## config.mk

```make
export PLATFORM = sky130hd
export DESIGN_NAME = input_conditioner
export DESIGN_NICKNAME = d
export VERILOG_FILES = /design/src/rtl/input_conditioner.sv
export SDC_FILE = /design/constraint.sdc
export NUM_CORES = 1
export LEC_CHECK = 0
export CAP_MARGIN = 20
export CELL_PAD_IN_SITES_DETAIL_PLACEMENT = 1
export CELL_PAD_IN_SITES_GLOBAL_PLACEMENT = 1
export CORE_MARGIN = 2
export CORE_UTILIZATION = 45
export DETAILED_ROUTE_END_ITERATION = 12
export PLACE_DENSITY_LB_ADDON = 0.15
export SYNTH_ARGS = -nofsm -noshare
export SYNTH_HDL_FRONTEND = slang
export SYNTH_SLANG_ARGS = --single-unit
```

## constraint.sdc

```tcl
create_clock -name Clk -period 2 [get_ports Clk]
set_input_delay 0.4 -clock Clk [delete_from_list [all_inputs] [get_ports Clk]]
set_output_delay 0.4 -clock Clk [all_outputs]
set_load 0.03 [all_outputs]
```

## src/rtl/input_conditioner.sv

```systemverilog
// rtl/input_conditioner.sv - button debounce with press/release pulses, switch synchroniser
//
// Conditions raw push-buttons and slider switches for the shift-add multiplier.
// Ports:
//   Clk      system clock, rising edge
//   Reset    asynchronous active-low reset
//   Btn_n    raw push-buttons, active-low, asynchronous to Clk
//   SW       raw slider switches, asynchronous to Clk
//   Level    debounced button state, active-high
//   Press    one-cycle pulse on Level 0->1
//   Release  one-cycle pulse on Level 1->0
//   SW_sync  two-flop synchronised switch value
module input_conditioner #(
    parameter int NUM_BTN         = 2,
    parameter int DEBOUNCE_CYCLES = 500000,
    parameter int SW_WIDTH        = 8,
    localparam int CNT_W          = $clog2(DEBOUNCE_CYCLES + 1)
) (
    input  logic                Clk,
    input  logic                Reset,
    input  logic [NUM_BTN-1:0]  Btn_n,
    input  logic [SW_WIDTH-1:0] SW,
    output logic [NUM_BTN-1:0]  Level,
    output logic [NUM_BTN-1:0]  Press,
    output logic [NUM_BTN-1:0]  Release,
    output logic [SW_WIDTH-1:0] SW_sync
);

    // Count value on which a differing sample is finally accepted.
    localparam logic [CNT_W-1:0] CNT_LAST = CNT_W'(DEBOUNCE_CYCLES - 1);

    logic [NUM_BTN-1:0]  btn_s1;
    logic [NUM_BTN-1:0]  btn_s2;
    logic [NUM_BTN-1:0]  sample;
    logic [SW_WIDTH-1:0] sw_s1;
    logic [SW_WIDTH-1:0] sw_s2;
    logic [CNT_W-1:0]    cnt [NUM_BTN];

    // Active-high view of the synchronised buttons.
    assign sample  = ~btn_s2;
    assign SW_sync = sw_s2;

    // Button sync flops reset to the unpressed (high) level so that a button
    // held through reset is seen as a fresh press afterwards.
    always_ff @(posedge Clk or negedge Reset) begin
        if (!Reset) begin
            btn_s1 <= '1;
            btn_s2 <= '1;
            sw_s1  <= '0;
            sw_s2  <= '0;
        end else begin
            btn_s1 <= Btn_n;
            btn_s2 <= btn_s1;
            sw_s1  <= SW;
            sw_s2  <= sw_s1;
        end
    end

    // Each bit debounces independently. Any sample that agrees with Level
    // restarts the count; the counter is cleared on acceptance, so it never
    // passes CNT_LAST.
    always_ff @(posedge Clk or negedge Reset) begin
        if (!Reset) begin
            Level   <= '0;
            Press   <= '0;
            Release <= '0;
            for (int i = 0; i < NUM_BTN; i++) begin
                cnt[i] <= '0;
            end
        end else begin
            Press   <= '0;
            Release <= '0;
            for (int i = 0; i < NUM_BTN; i++) begin
                if (sample[i] == Level[i]) begin
                    cnt[i] <= '0;
                end else if (cnt[i] == CNT_LAST) begin
                    Level[i]   <= sample[i];
                    Press[i]   <= sample[i];
                    Release[i] <= ~sample[i];
                    cnt[i]     <= '0;
                end else begin
                    cnt[i] <= cnt[i] + CNT_W'(1);
                end
            end
        end
    end

endmodule

```

# Yosys cells after proc, flatten, opt, wreduce, memory -nomap -nowiden

Cells that the tools add are included.

Word-level logic and storage cells: 35
Input bits: 12
Flip-flop bits (word level): 64
Output and inout bits: 14

Add/sub/neg operators: 2
Reduce and logical (&&, ||, !) cells: 2
Eq/ne operators: 4
Muxes and demuxes: 12
Bitwise gates (word level): 5

Operators by type and width:

| kind                                           | count |
|---|---|
| 2-to-1 mux 19 bit                              | 4 |
| adder 19 x 1 -> 19 bit (second input constant) | 2 |
| equality test 19 bit (second input constant)   | 2 |
| 2-to-1 mux 1 bit                               | 8 |
| NOT 1 bit                                      | 4 |
| AND reduction 2 bit                            | 2 |
| equality test 1 bit                            | 2 |
| NOT 2 bit                                      | 1 |

# Logic depth before layout (Yosys ltp)

Gate-level depths: netlist (run 1).

Word-level depth: 4
Depth in mapped cells: 7
Gate-level depth less buffers: 5

# Worst setup path after synthesis (run 1)

OpenSTA, ideal clock, no wires.

Path type: reg-to-reg
Start: reg cnt[0] (netlist bit)
End: reg cnt[18] (netlist bit)
Arrival time: 1.742 ns
Setup time: 0.078 ns
Period minus slack after synthesis: 1.820 ns
Path slack: 0.180 ns
Buffers on the path: 0
Data required time: 1.922 ns
Cell stages (with the launch flop): 6
Cells stage by stage: dfrtp_1 ha_1 nand4_4 or4_1 or3_1 a21oi_1

Longest elaborated chain between the ends: 3
Elaborated cells between the ends (all ways): 4
Those cells by class: 1 x add/sub; 1 x eq/ne; 2 x mux

Ends and longest elaborated chain:

| item                                                                  | RTL line | text |
|---|---|---|
| from (decl)                                                           | 37       | `logic [CNT_W-1:0] cnt [NUM_BTN];` |
| from (signal, indexed assignment)                                     | 82       | `cnt[i] <= cnt[i] + CNT_W'(1);` |
| adder 19 x 1 -> 19 bit / equality test 19 bit (equally long branches) | 82, 76   |  |
| 2-to-1 mux 19 bit (*)                                                 | 76       | `end else if (cnt[i] == CNT_LAST) begin` |
| 2-to-1 mux 19 bit (*)                                                 | 74       | `if (sample[i] == Level[i]) begin` |

Every way passes the cells marked *; elsewhere a longest branch is shown, timed or not.
A chain may end at the register's enable or synchronous reset.

# Worst setup path after layout (run 1)

Start: reg cnt[9] (netlist bit)
End: reg cnt[1] (netlist bit)

Longest elaborated chain between the ends: 3

Ends and longest elaborated chain:

| item                 | RTL line |
|---|---|
| equality test 19 bit | 76 |
| 2-to-1 mux 19 bit    | 76 |
| 2-to-1 mux 19 bit    | 74 |

No other way between the ends.

==> results.cfg, run 1 <==
[routing]
top_layer = met4
met1_length_mm = 2.606
wl_per_cell_um = 17.78
firstDrtPassIters = 4
met2_length_mm = 3.473
antenna_left = 0
totalWireLength_mm = 6.312
wl_met3_um = 110
drt-initial-drc-count = 80
vias_per_cell = 5.479
drc = 0
via_count = 1945

[floorplanning]
initial_utilization_pct = 47.25
fp.dieW_um = 80.51
die_area_sq_um = 6481
core_sq_um = 5574
dieHeight_um = 80.51
ioPinCount = 26
row_count = 27

[synthesis]
ys_seq_elements = 64
synth.largest_area_cell = dfrtp_1
async_reset_ff_share_pct = 100.0
yosys-top-cells-area = dfrtp_1 57%, xnor2_1 5.7%, nor2_1 4.3%
synthCells = 235
yosysMostFrequentCell = dfrtp_1
netlist_top_cells_count = 60 x dfrtp_1, 30 x nor2_1, 17 x xnor2_1
ys.flop_type = dfrtp_1
yosysSeqAreaShare_pct = 61.00
synth.avg_cell_area_sq_um = 11.21
synth_edf_count = 0
yosysWarnings = 0
yosysTopAreaCellShare_pct = 57.01
ys_types = 30
syn-num-nets = 249
synth.cell_area_sq_um = 2634

[pwr]
power_density_nw_per_um2 = 869.1
p_sw_w = 0.0006242
pwr-share-comb_pct = 4.6
ir_drop_v = 0.0005580
p_leak_nw = 1.358
p_seq_share_pct = 46.8
clkPwrFrac_pct = 48.6
sw_frac_of_total_pct = 21.72
internal_power_w = 0.002250

[clocking]
cts_tree = done
numCtsBuffers = 9
clk_pin_slew_worst_paths_ns = 0.07
clock_latency_ns = 0.34
cts_buffer_depth = 2
htreeDepth = 3
ctsRootBufferMaster = clkbuf_8
cts.sinks = 64

[run]
cap_viol_max_count = 0

[layout]
final_area_sq_um = 3307
antennaDiodeCount = 0
fin_cells = 355
final_layout_size_suffix_gt1_share_pct = 14.13
nNetsFinal = 292
area_growth_pct = 25.56
final_core_util_pct = 59.33

[placed_design]
hpwlAfterDp_mm = 3.901
placed_cells = 337
place_area_sq_um = 3033
place_ws_ns = 0.1605
port_buffers = 25
place.gp.congestion = 0.8107

[global_route]
grt_usage_pct = 21.74
grt_max_degree = 51
antenna_found_initial = 0
first_global_vias = 2097
grt_pass1_wl_mm = 10.32
overflow = 0

[critical_path]
reg2reg_depth = 4
r2r-start = cnt[9]
startpoint_type = flop
rrSetupSlack_ns = 0.07
endpoint_kind = flop
worstPathRequired_ns = 2.22
cp.arrival_ns = 2.15
regToRegEndpoint = cnt[1]
crit_type = reg2reg
critPathMaxFanout = 5

[sta]
period_needed_ns = 1.928
worstMarginPinSlew_ns = 0.4441
hold_viol = 0
fin_crit_sh_pct = 96.41
timing.final.ws_setup_ns = 0.07183
finalSetupViolations = 0
drv_slew = 0
tns_ns = 0
rsz0062_at_grt = yes
clock-skew-final_ns = 0.008190
slew_headroom_pct = 70.12
fmax_ghz = 0.5186

[worst_hold_path]
hp-start = sw_s1[5]
whs_endpoint = SW_sync[5]
hold_class = reg2reg
hold_depth = 0

[status]
status = completed
==> registers in the layout, summed over array words and instances, names as in the netlist <==
| name | flops |
|---|---|
| cnt | 38 |
| SW_sync | 8 |
| sw_s1 | 8 |
| Level | 2 |
| Press | 2 |
| Release | 2 |
| btn_s1 | 2 |
| btn_s2 | 2 |
==> per-layer routing <==
layer | GRT usage [%] | vias to the layer above
met1 | 24.11 | 997
met3 | 3.483 | 10
met5 | 0 | -
met4 | 11.36 | 0
li1 | - | 912
met2 | 39.67 | 26
==> how the worst max path moves through the flow <==
stage / from / end
6_report: cnt[9] / cnt[1]
3_3_place_gp: cnt[0] / cnt[18]
4_1_cts: cnt[9] / cnt[1]
2_1_floorplan: cnt[0] / cnt[18]
5_1_grt: cnt[9] / cnt[1]
3_5_place_dp: cnt[0] / cnt[18]
==> placed cells by master, fill, tap and decap left out, types with 10 or more instances in the layout <==
| cell type | n |
|---|---|
| clkdlybuf4s50_1 | 24 |
| a21oi_1 | 10 |
| xnor2_1 | 17 |
| buf_4 | 10 |
| nand3_1 | 14 |
| nand2_1 | 13 |
| nor2_1 | 30 |
| dfrtp_1 | 60 |
| clkbuf_8 | 10 |
==> cell type report <==
cell class	count	area (sq um)
multi-input combinational	162	991.0
sequential	64	1607
clock inverter	6	116.4
tap	72	90.09
inverter	4	15.01
clock buffer	10	137.6
fill	589	2267
timing repair buffer	37	350.3
==> kinds of logic after synthesis <==
| family | count (synthesis) | synth area share, % |
|---|---|---|
| compound gates | 26 | 5.606 |
| flops | 64 | 61.00 |
| xor+xnor | 26 | 8.646 |
| simple gates | 108 | 22.33 |
| buf+inv | 9 | 1.472 |
| fa+ha+maj | 2 | 0.9500 |
==> repair_timing <==
| item | in CTS | in global routing |
|---|---|---|
| resized for setup | 0 | 1 |
| hold buffers | 1 | 0 |
| endpoints found under the hold margin | 14 | 0 |
| setup buffers | 0 | 1 |
| endpoints found under the setup margin | 0 | 2 |
==> through the flow <==
step,hold WS (ns),power (W)
3_5_place_dp,0.3402,0.001499
5_1_grt,0.3602,0.002970
2_1_floorplan,0.1044,0.001412
6_report,0.3541,0.002874
3_3_place_gp,0.3323,0.001493
4_1_cts,0.3574,0.002900
==> power by group through the flow <==
stage,Combinational (W),Sequential [W],Clock [W]
floorplan,0.0000285,0.00138,0
global placement,0.000125,0.00137,0
detailed placement,0.000129,0.00137,0
CTS,0.000135,0.00135,0.00142
global route,0.000145,0.00135,0.00148
finish,0.000132,0.00135,0.00140
==> worst max-delay path: stages, from the launching register on <==
cell and delay (ns):
dfrtp_1 0.44, nor4_1 0.47, nand2_1 0.08, or4_1 0.60, and3_1 0.23
(Power assumes the default switching activity.)
==> inputs of run 2 (changes only) <==
CAP_MARGIN = 25   (was 20)
CELL_PAD_IN_SITES_DETAIL_PLACEMENT = 0   (was 1)
CELL_PAD_IN_SITES_GLOBAL_PLACEMENT = 2   (was 1)
CORE_UTILIZATION = 37   (was 45)
==> run 2 against run 1 <==
Effect of this change:
- wire length is 17% lower
- first-iteration DRC count is 24% lower
- setup slack better by 0.053 ns
- cell count is 6.8% higher
- fmax is 2.8% higher
- worst hold slack worse by 0.31 ns
- via count is 4.5% lower
- global-route usage is 6.3 points lower
- critical path depth is 3 lower
- largest cell class unchanged
- largest power group is now registers
==> results.cfg, run 2 (synthesis results as in run 1) <==
[layout]
most-common-layout-cells = 60 x dfrtp_1, 30 x nor2_1, 24 x clkdlybuf4s50_1
max_flop_register = cnt
final_core_util_pct = 47.49
final_layout_size_suffix_gt1_share_pct = 13.43
area_growth_pct = 23.18
nNetsFinal = 292
antennaDiodeCount = 0
final_common_cell = dfrtp_1
fin_cells = 379
largest_register_ffs = 38

[sta]
worstMarginPinSlew_ns = 0.3557
drv_slew = 0
tns_ns = 0
fin_crit_sh_pct = 93.77
rsz0062_at_grt = no
fmax_ghz = 0.5332
finalSetupViolations = 0
hold_viol = 0
timing.final.ws_setup_ns = 0.1245
slew_headroom_pct = 76.07
clock-skew-final_ns = 0.01134
timing.hold.ws_ns = 0.04829
period_needed_ns = 1.875

[global_route]
first_global_vias = 1822
antenna_found_initial = 0
grt_usage_pct = 15.47
grt_pass1_wl_mm = 9.149
grt_max_degree = 65
overflow = 0

[floorplanning]
die_area_sq_um = 7809
dieHeight_um = 88.37
ioPinCount = 26
row_count = 30
core_sq_um = 6832
initial_utilization_pct = 38.55
fp.dieW_um = 88.37

[critical_path]
crit_type = reg2out
critPathMaxFanout = 5
path_cells = clkdlybuf4s50_1
cp_num_buf_inv = 1
endpoint_kind = output pin
cp.arrival_ns = 1.48
crit_path_start = Level[0]
worstPathRequired_ns = 1.60
critical_path.top_delay_family = buffers and inverters
r2r-start = cnt[11]
startpoint_type = flop
critical_path.slowest_cell = clkdlybuf4s50_1
crit_path_max_incr_delay_ns = 0.71

[clocking]
ctsRootBufferMaster = clkbuf_8
numCtsBuffers = 9
clock_latency_ns = 0.35
cts_buffer_depth = 2
htreeDepth = 3
cts-resized-gates = 0
cts.sinks = 64
cts_tree = done
cts_hold_buf = 0
clk_pin_slew_worst_paths_ns = 0.08
post_cts_buffers = 0

[status]
status = completed

[placed_design]
port_buffers = 25
place.gp.congestion = 0.7533
place_ws_ns = 0.1734
placed_cells = 363
hpwlAfterDp_mm = 3.418

[routing]
wl_per_cell_um = 13.85
vias_per_cell = 4.900
antenna_left = 0
met2_length_mm = 2.450
via_count = 1857
wl_met3_um = 164
drt-initial-drc-count = 61
firstDrtPassIters = 4
met1_length_mm = 2.502
top_layer = met4
totalWireLength_mm = 5.250
drc = 0

[pwr]
power_density_nw_per_um2 = 752.9
p_leak_nw = 1.318
ir_drop_v = 0.0003379

[worst_hold_path]
hold_class = in2async

[run]
cap_viol_max_count = 0
run 2: cell types whose count changed in the layout (fill, tap and decap cells not counted):
cell	change
bufinv_16	-3
clkinv_2	+2
clkbuf_1	+2
clkinv_4	-1
ha_2	-1
clkinvlp_4	+1
buf_4	+1
clkbuf_8	-1
dlygate4sd3_1	-1
ha_1	+1
run 2: worst paths after layout:
check / cells past startpoint / endpoint / slack, ns
setup / recovery: 1 / Level[0] / 0.12
hold / removal: 2 / sw_s1[3] / 0.05
setup reg to reg: 3 / cnt[1] / 0.19
hold reg to reg: 0 / SW_sync[7] / 0.35
max in group asynchronous: 2 / btn_s1[0] / 1.64
min in group Clk: 0 / SW_sync[7] / 0.35
run 2: power by group:
group          leakage [nW]  internal [W]  switching [W]  total [W]
sequential            0.838       0.00133      0.0000168    0.00134
clock                0.0833      0.000450       0.000527   0.000977
combinational         0.396     0.0000512      0.0000713   0.000123
total                  1.32       0.00183       0.000615    0.00244
run 2: stage by stage:
stage / cell area [sq um] / power [W]
final: 3244 / 0.002443
after detailed placement: 3078 / 0.001495
after global placement: 3078 / 0.001494
after floorplan: 2634 / 0.001412
after CTS: 3244 / 0.002472
after global routing: 3244 / 0.002537
run 2: final cells by class:
| class | instances | area, sq um |
|---|---|---|
| Sequential cell | 64 | 1607 |
| Tap cell | 96 | 120.1 |
| Inverter | 4 | 15.01 |
| Clock inverter | 5 | 35.03 |
| Fill cell | 657 | 3587 |
| Multi-Input combinational cell | 162 | 988.4 |
| Timing Repair Buffer | 37 | 347.8 |
| Clock buffer | 11 | 131.4 |
run 2: per-layer routing:
layer | global-route usage (%) | up-vias
li1 | - | 918
met1 | 20.65 | 902
met2 | 23.86 | 26
met3 | 3.078 | 11
met4 | 8.264 | 0
met5 | 0 | -
==> patch 1, RTL diff (config.mk and constraints of run 1) <==
The parameter `NUM_BTN` goes from 2 to 1.
--- a/src/rtl/input_conditioner.sv
+++ b/src/rtl/input_conditioner.sv
@@ -13,3 +13,3 @@
 module input_conditioner #(
-    parameter int NUM_BTN         = 2,
+    parameter int NUM_BTN         = 1,
     parameter int DEBOUNCE_CYCLES = 500000,
Interface: changed (resized Btn_n, Level, Press and Release); port bits go from 26 to 22. No check against the original RTL was run, so the function may have changed too.
==> patch 1 against run 1 <==
  * The run now ends with negative setup slack left
  * Sequential cell count fell by 24
  * Utilization rose by 0.61 points
  * Clock skew fell by 0.0035 ns
  * Combinational power fell by 29%
  * Design area fell by 40%
  * Synthesized area fell by 42%
  * Power fell by 49%
  * Critical path depth rose by 1
  * Setup slack got worse by 0.083 ns
  * Final cell count fell by 40%
  * Routed wire length fell by 46%
  * Critical path type unchanged
  * Largest cell class unchanged
  * Highest routed layer unchanged
==> patch 1: results <==
[synthesis]
synth_top_area_share_pct = 62.2
synthArstFlopShare_pct = 100
synth_cell_type_count = 28
yosys-top-cells-area = "dfrtp_1, xnor2_1, nor2_1"
yosysSeqAreaShare_pct = 65.6
synth.avg_cell_area_um2 = 12.2
syn_nets = 137
synth_common_cells = "dfrtp_1, nor2_1, xnor2_1"

[route]
wl_met2_um = 1800
routedWlPerCell_um = 16.1
drt_iter0_markers = 54
vias_per_cell = 5.14
wl_met3_um = 187
wl_met1_um = 1340

[setup_path]
r2r-end = "cnt[15]"
cp_data_arrival_time_ns = 2.26
cp_max_fo = 9
reg2reg_from = "cnt[12]"

[grt]
use_met3_pct = 7.79
track_usage_pct = 21.2
grt_max_degree = 41
use_met1_pct = 23.0
grt_pass1_vias = 1281
grt_util_met2_pct = 37.6
grt_pass1_wl_um = 6130

[timing]
skew_ns = 0.00470
fin_ws_ns = -0.0115
max_freq_ghz = 0.497
worstMarginPinSlew_ns = 0.490
finalSetupTns_ns = -0.0232
setup_viol = 3

[power]
ir_drop_uv = 521
clock_power_share_pct = 36.6
p_int_w = 0.00114
p_leak_nw = 0.820
combPwrFrac_pct = 6.3

[place]
io_buffers = 21
place_congestion = 0.836
dp.cells = 204

[clocking]
htree_levels = 2
clock_latency_ns = 0.35
clk_pin_slew_ns = 0.12

[layout]
nNetsFinal = 177
nFillCells = 360
fin_cells = 212
drive_gt1_share_pct = 19.3
largest_register_ffs = 19

[status]
violations = "negative setup slack"
outcome = "finished with violations"
[patch 1: changes by cell type after synthesis, moves of 4 or more]
cell | run 1 | this run
a21oi_1 | 10 | 4
and3_1 | 6 | 0
dfrtp_1 | 60 | 38
nand2_1 | 13 | 8
nand3_1 | 14 | 5
nand4_1 | 8 | 4
nor2_1 | 30 | 15
o21ai_0 | 9 | 3
or3_1 | 7 | 1
xnor2_1 | 17 | 10
xor2_1 | 9 | 4
[patch 1: timing repair]
item / CTS / global route
setup endpoints to repair: 20 / 20
pin swaps: 0 / 2
resized for setup: 6 / 1
[patch 1: worst min-delay path by stage]
stage / from / cells after the start / endpoint
after floorplan: Reset / 0 / Level
after global placement: sw_s1[3] / 0 / SW_sync[3]
after detailed placement: sw_s1[1] / 0 / SW_sync[1]
after CTS: Reset / 2 / SW_sync[3]
after global routing: Reset / 2 / cnt[9]
final: Reset / 2 / cnt[4]
[patch 1: area by class of cell]
cell class                 instances  share of cell area [%]
clock buffer                       5                    1.89
clock inverter                     3                    2.14
inverter                           5                   0.946
multi-input combinational         78                    25.5
sequential                        40                    50.6
tap                               46                    2.90
timing repair buffer              35                    16.0
[patch 1: through the flow]
step / total power, W / instance area, µm² / setup slack, ns / utilization (%) / hold slack [ns]
CTS: 0.00150 / 1980 / -0.0112 / 59.9 / 0.0809
floorplan: 0.000893 / 1530 / -0.0697 / - / 0.104
global route: 0.00155 / 1980 / -0.0432 / 59.9 / 0.103
detailed placement: 0.000955 / 1880 / 0.00253 / 56.8 / 0.336
finish: 0.00148 / 1980 / -0.0115 / 59.9 / 0.0726
global placement: 0.000950 / 1880 / 0.0404 / 56.8 / 0.333
[patch 1: logic make-up after synthesis]
group | synth area share, %
simple gates | 18.8
flops | 65.6
xor+xnor | 8.02
compound gates | 4.42
buf+inv | 2.29
fa+ha+maj | 0.818
==> patch 2, RTL diff (settings of run 1) <==
Without the edit above. Make the reset (`Reset`) synchronous in 2 clocked blocks. Comments in the files are not updated.
--- a/src/rtl/input_conditioner.sv
+++ b/src/rtl/input_conditioner.sv
@@ -44,3 +44,3 @@
     // held through reset is seen as a fresh press afterwards.
-    always_ff @(posedge Clk or negedge Reset) begin
+    always_ff @(posedge Clk) begin
         if (!Reset) begin
@@ -61,3 +61,3 @@
     // passes CNT_LAST.
-    always_ff @(posedge Clk or negedge Reset) begin
+    always_ff @(posedge Clk) begin
         if (!Reset) begin
Function: differs if Reset is asserted again (counterexample within 4 cycles, from zero or initial values and one cycle with Reset low); with Reset held inactive, the same outputs for 10 cycles.
==> patch 2 against run 1 <==
  * The flow now finishes with violations (negative setup slack)
  * Highest routed layer unchanged
  * Sequential cell count unchanged
  * Synthesized area increased by 8.9%
  * Power shrank 8.1%
  * Clock skew grew 0.00081 ns
  * Global-route usage decreased by 1.8 points
  * Synthesized cell count increased by 13%
  * Count of clock-buffer cells in the layout shrank 1
  * Setup slack worse by 0.072 ns
  * Critical path depth grew 1
  * Design area increased by 14%
  * Worst hold slack better by 0.050 ns
  * Largest power group is now registers
  * Routed wire length rose by 4.5%
==> patch 2: results <==
[layout]
nNetsFinal = 376
seq_cell_count = 64
buffers = 55
final-clk-cell-share_pct = 4.55
area_growth_pct = 31.2
multiInputGateArea_mm2 = 0.00132
inverters_excl_clock = 6
nMultiInputCombCells = 226

[synthesis]
yosys-top-cells-area = "edfxtp_1, dfxtp_1, xnor2_1"
synth_cell_type_count = 37
ys.flop_type = "edfxtp_1"
synthAdderAreaFrac_pct = 0.873
synthArstFlopShare_pct = 0
synth_compound_gate_area_share_pct = 3.97
yosys.area_share.xor_xnor_pct = 9.16
synth_edf_count = 38
yosysSeqAreaShare_pct = 57.9
synth_common_cells = "nor2_1, edfxtp_1, dfxtp_1"
synth.avg_cell_area_um2 = 10.8

[setup_path]
cp_max_fo = 7
crit_path_max_incr_delay_ns = 0.53
cp_data_arrival_time_ns = 2.09

[grt]
grt_pass1_vias = 2305
grt_max_degree = 20
grt_pass1_wl_um = 10800

[place]
post-dp-hpwl_um = 4830
place_congestion = 0.817
placed_cell_area_mm2 = 0.00355
dp_slack_ns = -0.0417
dp.cells = 427

[timing]
skew_ns = 0.00900
fin_ws_ns = -0.000621
setup_viol = 2
whs_ns = 0.404
finalSetupTns_ns = -0.000716

[route]
wl_met1_um = 3080
wl_met3_um = 194
routed_wl_um = 6600
routedWlPerCell_um = 14.9
vias_per_cell = 5.03

[status]
outcome = "finished with violations"
violations = "negative setup slack"

[power]
combPwrFrac_pct = 6.9
p_leak_nw = 1.38
p_int_w = 0.00199
ir_drop_uv = 414
p_clk_w = 0.000973

[floorplanning]
core_mm2 = 0.00624
==> patch 2: cell types whose count changed after synthesis, sizes merged, moves of 3 or more <==
| cell | before | now |
|---|---|---|
| a21oi | 10 | 5 |
| and2 | 3 | 18 |
| clkbuf | 1 | 4 |
| dfrtp | 60 | 0 |
| dfstp | 4 | 0 |
| dfxtp | 0 | 26 |
| edfxtp | 0 | 38 |
| nand2b | 0 | 5 |
| nor2 | 30 | 40 |
| nor4 | 7 | 10 |
| o21ai | 12 | 4 |
| or3 | 8 | 5 |
| xnor2 | 17 | 23 |
==> patch 2: routing by layer <==
layer | up-vias | global-route usage, %
met5 | - | 0
met1 | 1077 | 26.0
met4 | 0 | 8.36
li1 | 1102 | -
met3 | 8 | 3.56
met2 | 46 | 32.6
==> patch 2: worst paths after layout <==
path                end  startpoint  cells past startpoint
min reg2reg   btn_s2[1]   btn_s1[1]                      1
min           btn_s2[1]   btn_s1[1]                      1
max reg2reg  cnt[0][18]   cnt[0][7]                      5
max          cnt[0][18]   cnt[0][7]                      5
